==> src/rtl/bus_arbiter_rr.sv <==
// rtl/bus_arbiter_rr.sv - round-robin bus arbiter with ack timeout
//
// Ports:
//   clock       : single rising-edge clock
//   reset       : synchronous active-high reset
//   req         : request vector, bit i from requester i (2**N bits)
//   ack         : shared resource finished the granted transfer
//   grant       : one-hot grant, all zero when idle (registered)
//   grant_idx   : index of current or last grantee (registered)
//   busy        : high exactly when grant is non-zero (registered)
//   timeout_err : one-cycle pulse when a grant is revoked by timeout

module bus_arbiter_rr #(
  parameter int N       = 2,
  parameter int TIMEOUT = 16
) (
  input  logic                clock,
  input  logic                reset,
  input  logic [(2**N)-1:0]   req,
  input  logic                ack,
  output logic [(2**N)-1:0]   grant,
  output logic [N-1:0]        grant_idx,
  output logic                busy,
  output logic                timeout_err
);

  localparam int         M    = 2**N;
  localparam logic [7:0] TMAX = 8'(TIMEOUT - 1);

  typedef enum logic {IDLE, BUSY} state_t;

  state_t         state, state_n;
  logic [N-1:0]   rr_ptr, rr_ptr_n;
  logic [N-1:0]   grant_idx_n;
  logic [7:0]     cnt, cnt_n;
  logic           timeout_err_n;
  logic [M-1:0]   grant_n;
  logic           busy_n;
  logic           found;
  logic [N-1:0]   sel;
  logic [N-1:0]   cand;

  // Cyclic priority search starting at rr_ptr; the N-bit add wraps
  // naturally from M-1 back to 0.
  always_comb begin
    found = 1'b0;
    sel   = rr_ptr;
    cand  = rr_ptr;
    for (int i = 0; i < M; i++) begin
      cand = rr_ptr + N'(i);
      if (!found && req[cand]) begin
        found = 1'b1;
        sel   = cand;
      end
    end
  end

  // Next-state and next-output logic. Outputs are computed from the
  // next state so that every port comes straight from a flop.
  always_comb begin
    state_n       = state;
    rr_ptr_n      = rr_ptr;
    grant_idx_n   = grant_idx;
    cnt_n         = cnt;
    timeout_err_n = 1'b0;

    case (state)
      IDLE: begin
        // ack is deliberately ignored here
        if (found) begin
          state_n     = BUSY;
          grant_idx_n = sel;
          cnt_n       = 8'd0;
        end
      end
      BUSY: begin
        if (ack) begin
          // ack beats a simultaneous timeout
          state_n  = IDLE;
          rr_ptr_n = grant_idx + N'(1);
        end else if (cnt == TMAX) begin
          state_n       = IDLE;
          rr_ptr_n      = grant_idx + N'(1);
          timeout_err_n = 1'b1;
        end else if (cnt != 8'hFF) begin
          cnt_n = cnt + 8'd1;
        end
      end
      default: begin
        state_n = IDLE;
      end
    endcase

    busy_n  = (state_n == BUSY);
    grant_n = '0;
    if (busy_n) begin
      grant_n[grant_idx_n] = 1'b1;
    end
  end

  always_ff @(posedge clock) begin
    if (reset) begin
      state       <= IDLE;
      rr_ptr      <= '0;
      grant_idx   <= '0;
      cnt         <= 8'd0;
      grant       <= '0;
      busy        <= 1'b0;
      timeout_err <= 1'b0;
    end else begin
      state       <= state_n;
      rr_ptr      <= rr_ptr_n;
      grant_idx   <= grant_idx_n;
      cnt         <= cnt_n;
      grant       <= grant_n;
      busy        <= busy_n;
      timeout_err <= timeout_err_n;
    end
  end

endmodule

==> config.mk <==
export PLATFORM = sky130hd
export DESIGN_NAME = bus_arbiter_rr
export DESIGN_NICKNAME = d
export VERILOG_FILES = /design/src/rtl/bus_arbiter_rr.sv
export SDC_FILE = /design/constraint.sdc
export NUM_CORES = 1
export LEC_CHECK = 0
export ABC_AREA = 1
export CAP_MARGIN = 20
export CORE_UTILIZATION = 54
export CTS_CLUSTER_SIZE = 40
export DETAILED_ROUTE_END_ITERATION = 7
export PLACE_DENSITY = 0.81
export SLEW_MARGIN = 30
export SYNTH_ARGS = -nofsm -noshare
export SYNTH_HDL_FRONTEND = slang
export SYNTH_SLANG_ARGS = --single-unit
export TNS_END_PERCENT = 10
==> constraint.sdc <==
create_clock -name clock -period 2.1 [get_ports clock]
set_clock_uncertainty 0.1 [all_clocks]
set_input_delay 0.21 -clock clock [delete_from_list [all_inputs] [get_ports clock]]
set_output_delay 0.21 -clock clock [all_outputs]
set_load 0.005 [all_outputs]
; Word-level counts from Yosys, hierarchy flattened
; Cells that the tools add are included.
; W data, S select, Z words.
[op_classes]
add_sub_neg = 5
n_lt_le_gt_ge = 6
n_eq_ne = 6
mux = 31
bitwise = 2
n_reduce_logical = 12
[ops]
columns = op, n
row1 = $mux W8, 4
row2 = $pmux W8 S2, 1
row3 = $lt A2 B3 Y1 const B, 5
row4 = $mux W2, 7
row5 = $mux W1, 13
row6 = $add A8 B1 Y8 const B, 1
row7 = $bmux W1 S2, 4
row8 = $eq A8 B4 Y1 const B, 1
row9 = $ne A8 B8 Y1 const B, 1
row10 = $ne A2 B2 Y1 const B, 3
row11 = $add A2 B1 Y2 const B, 2
row12 = $add A2 B2 Y2 const B, 2
row13 = $logic_and A1 B1 Y1, 4
row14 = $reduce_and A4 Y1, 1
row15 = $logic_not A1 Y1, 3
row16 = $reduce_or A3 Y1, 1
row17 = $demux W1 S2, 1
row18 = $ge A2 B1 Y1 const B, 1
row19 = $ne A2 B1 Y1 const B, 1
row20 = $not A1 Y1, 2
row21 = $pmux W1 S2, 1
row22 = $reduce_and A2 Y1, 1
row23 = $reduce_bool A2 Y1, 1
row24 = $reduce_or A2 Y1, 1
[word_totals]
register_bits = 18
inputBits = 7
elab_cells = 68

; Depth between registers and ports, before layout
[depth]
depth_word = 18
mapped_depth = 14

; Worst setup path before layout
; OpenSTA, ideal clock, no wires.
[synth_path]
path_type = register -> register
startpoint = register cnt[0]
endpoint = register cnt[1]
setup_ns = 0.116
arrival_time_ns = 1.481
required_ns = 1.884
setup_slack_ns = 0.403
path_stages_with_launch = 9
path_buffers = 0
synth_period_minus_slack_ns = 1.697
cell_sequence = dfxtp_1 > ha_1 > nand3_1 > nor2_1 > nand4_1 > nand3_4 > nand2_1 > o21ai_0 > nor2_1
[synth_between]
elab_chain_len = 5
word_cells_on_any_way = 10
cone_classes = add/sub (1) / eq/ne (4) / mux (4) / reduce/logical (1)
[synth_lines]
columns = item, line_no
row1 = "start, declared", 35  ; logic [7:0] cnt, cnt_n;
row2 = "start signal, assigned", 114  ; cnt <= cnt_n;
row3 = $add A8 B1 Y8, 86  ; cnt_n = cnt + 8'd1;
row4 = $mux W8, 85  ; end else if (cnt != 8'hFF) begin
row5 = $mux W8, 81  ; end else if (cnt == TMAX) begin
row6 = $mux W8, 77  ; if (ack) begin
row7 = $pmux W8 S2, 67  ; case (state)
; Several ways; a longest one is shown, not always the timed one. The select of a mux whose other input is x is not followed.
; A chain may end at the register's enable or synchronous reset.

; Final worst setup path
[layout_path]
startpoint = register rr_ptr[1]
endpoint = register cnt[5]
[layout_between]
elab_chain_len = 14
word_cells_on_any_way = 23
cone_classes = add/sub (3) / eq/ne (1) / mux (12) / reduce/logical (7)
[layout_lines]
columns = item, line_no
row1 = "start, declared", 33  ; logic [N-1:0] rr_ptr, rr_ptr_n;
row2 = "start signal, assigned", 112  ; rr_ptr <= rr_ptr_n;
row3 = "parallel branches: the longest is 11 deep, another holds $add A2 B1 Y2", --
row4 = $mux W1 *, 51  ; if (!found && req[cand]) begin
row5 = $ne A2 B2 Y1 (no line) *, --
row6 = $reduce_and A4 Y1 (no line) *, --
; Every way passes the cells marked *. The select of a mux whose other input is x is not followed.

==> qor.csv <==
stage;metric;value;unit
clocking;clock tree sinks;18;
synthesis;Async SR Flop Fraction;0;%
sta;final setup vio count;0;
synthesis;synth unique cells;28;
sta;max_slew headroom;71.6;%
synthesis;#FFs+latches synth;18;
die;Die Area;2370;µm²
placed_design;IO Port Bufs;14;
clocking;worst skew pair latency;0.30;ns
layout;ant diodes;0;
sta;RSZ-0062 raised after global routing;false;
critical_path;Req. time, crit path;2.22;ns
sta;Fin. Hold Viols;0;
critical_path;Setup crit end kind;flop;
clocking;H-tree depth reported by CTS;1;
synthesis;Post-synth top cells;58 x nand2_1, 22 x nor2_1, 21 x nand3_1, 18 x dfxtp_1;
routing;via count;1262;
global_routing;number of global-route vias before repair;1105;
synthesis;syn_area_per_cell;6.48;µm²
routing;# DRC;0;
routing;Via density;5.51;
layout;fraction of layout cells with a size suffix above 1;12.4;%
clocking;Worst-path clk slew;0.11;ns
synthesis;Mapped Area;1180;µm²
sta;min cycle time layout;1.94;ns
placed_design;DP Wirelength;2.01;mm
synthesis;Post-Syn Instances;182;
synthesis;Yosys Warn Count;0;
routing;WL final;2.73;mm
routing;ANT nets after route;0;
routing;DRT Pass-1 Iters;4;
power;cell area power density;634;nW/µm²
layout;Finished Cell Area;1410;µm²
clocking;root buffer cell;clkbuf_4;
sta;highest clock rate;515;MHz
die;IO Pins;15;
clocking;Num CTS Buffers;3;
placed_design;Final GP Congestion;0.915;
global_routing;first-pass GRT wire length;4.72;mm
global_routing;grt ovf;0;
global_routing;largest net degree at the start of global routing;14;
placed_design;placed inst area;1340;µm²
global_routing;aggregate global-route resource usage;25.0;%
power;worst vdd ir;455;µV
power;P_leak;0.590;nW
die;die height;48.7;µm
run;max_cap viols;0;
die;Std-Cell Rows;16;
routing;DR WL/cell;11.9;µm
die;Chip Width;48.7;µm
synthesis;top-area cell type share of the netlist area;30.6;%
synthesis;count leader, synth;nand2_1;
sta;fin crit share;92.4;%
layout;area delta synth->final;19.3;%
clocking;CTS Hold Bufs;0;
synthesis;Synth area leader;dfxtp_1;
routing;DRT iter0 DRCs;77;
sta;setup TNS;0;ns
clocking;CTS Buffer Depth;2;
sta;max-slew violations;0;
critical_path;critical path launch point type;flop;
die;CORE AREA;2000;µm²
status;status;complete, no violations;
critical_path;Worst Setup Path Type;flop to flop;
clocking;CTS tree;done;
sta;Worst Tran Pin Value;0.424;ns
synthesis;EDFF count, synth;0;
die;initial core utilization;58.9;%
critical_path;CP max FO;9;
synthesis;sequential fraction of the synthesis area;30.6;%
min_path;Worst Hold Class;input port to flop;
critical_path;CP Data Arrival Time;2.06;ns
synthesis;top_reg_cell synth;dfxtp_1;
global_routing;initial antenna violation count;0;
synthesis;ranking of synthesized cells by area;dfxtp_1 31%, nand2_1 18%, nand3_1 8.9%, nor2_1 7.0%, nand4_1 4.8%;
synthesis;Synth Net Count;190;
layout;nets@finish;211;
-- per-stage QoR --
stage | setup WS (ns) | hold slack [ns] | util (%) | total power, W | std cells
floorplan | 0.403 | 0.189 | - | 0.000589 | 182
global placement | 0.190 | 0.399 | 66.9 | 0.000669 | 221
detailed placement | 0.133 | 0.422 | 66.9 | 0.000675 | 221
CTS | 0.130 | 0.401 | 68.8 | 0.000897 | 225
global route | 0.0126 | 0.418 | 70.3 | 0.000946 | 229
finish | 0.159 | 0.413 | 70.3 | 0.000892 | 229
-- kinds of logic (layout without fill, tap and decap cells) --
kind of cell	after synthesis	in the layout	synth area share, %
AOI/OAI and AO/OA	16	16	7.43
xor gates and xnor gates	7	7	5.20
adders and majority gates	1	1	1.06
buffers and inverters	17	37	7.01
DFF	18	18	30.6
and+or+nand+nor	123	123	48.7
-- worst paths after layout --
| check | startpoint | endpoint | depth (start not counted) | slack [ns] |
|---|---|---|---|---|
| max | rr_ptr[1]$_SDFFE_PP0P_ | cnt[5]$_SDFFE_PP0P_ | 10 | 0.16 |
| min | ack | timeout_err$_SDFF_PP0_ | 2 | 0.41 |
| max reg2reg | rr_ptr[1]$_SDFFE_PP0P_ | cnt[5]$_SDFFE_PP0P_ | 10 | 0.16 |
| min reg2reg | cnt[3]$_SDFFE_PP0P_ | cnt[3]$_SDFFE_PP0P_ | 2 | 0.44 |
-- final cells by class --
| cell class | count | area, µm² |
|---|---|---|
| fillers | 172 | 596 |
| repair buffers | 21 | 193 |
| flip-flops and latches | 18 | 360 |
| well taps | 27 | 33.8 |
| multi-input cells | 147 | 736 |
| inverters | 12 | 47.5 |
| clock buffers | 4 | 36.3 |
-- placed cells by master, fill, tap and decap left out, types with 6 or more instances in the layout --
cell type	Yosys	layout
a21oi_1	9	9
buf_4	2	7
clkdlybuf4s50_1	0	14
dfxtp_1	18	18
inv_1	8	8
nand2_1	58	58
nand2_2	6	6
nand3_1	21	21
nand4_1	9	9
nor2_1	22	22
-- state kept, by name, indices dropped and copies added, names as in the netlist --
signal	cells
cnt	8
state	1
grant	4
rr_ptr	2
grant_idx	2
timeout_err	1
-- timing repair --
action	in CTS	in global routing
buffers inserted	0	4
gates resized for setup	0	0
endpoints found under the setup margin	0	8
-- power by group --
part | switching [W] | total, W | leakage, nW | internal, W
logic | 0.000171 | 0.000283 | 0.423 | 0.000112
registers | 0.0000217 | 0.000388 | 0.147 | 0.000366
clock network | 0.000115 | 0.000221 | 0.0210 | 0.000106
-- per-layer routing --
metal  vias up  wire length (µm)  track usage [%]
met5         -                 0                0
met4         0                43             6.86
met3         7               189             4.40
met2        45              1230             39.8
met1       570              1260             34.4
li1        640                 -                -
-- critical path: stages, from the launching register on --
cell and delay, ns:
dfxtp_1 0.54, inv_4 0.10, nand2_1 0.09, nand2_2 0.09, nand2_1 0.09, nand2_2 0.10
nor2_4 0.15, nand4_4 0.19, nand3_4 0.17, nand2_1 0.08, a21oi_1 0.17
Note: power is estimated with default switching activity, not from simulation.
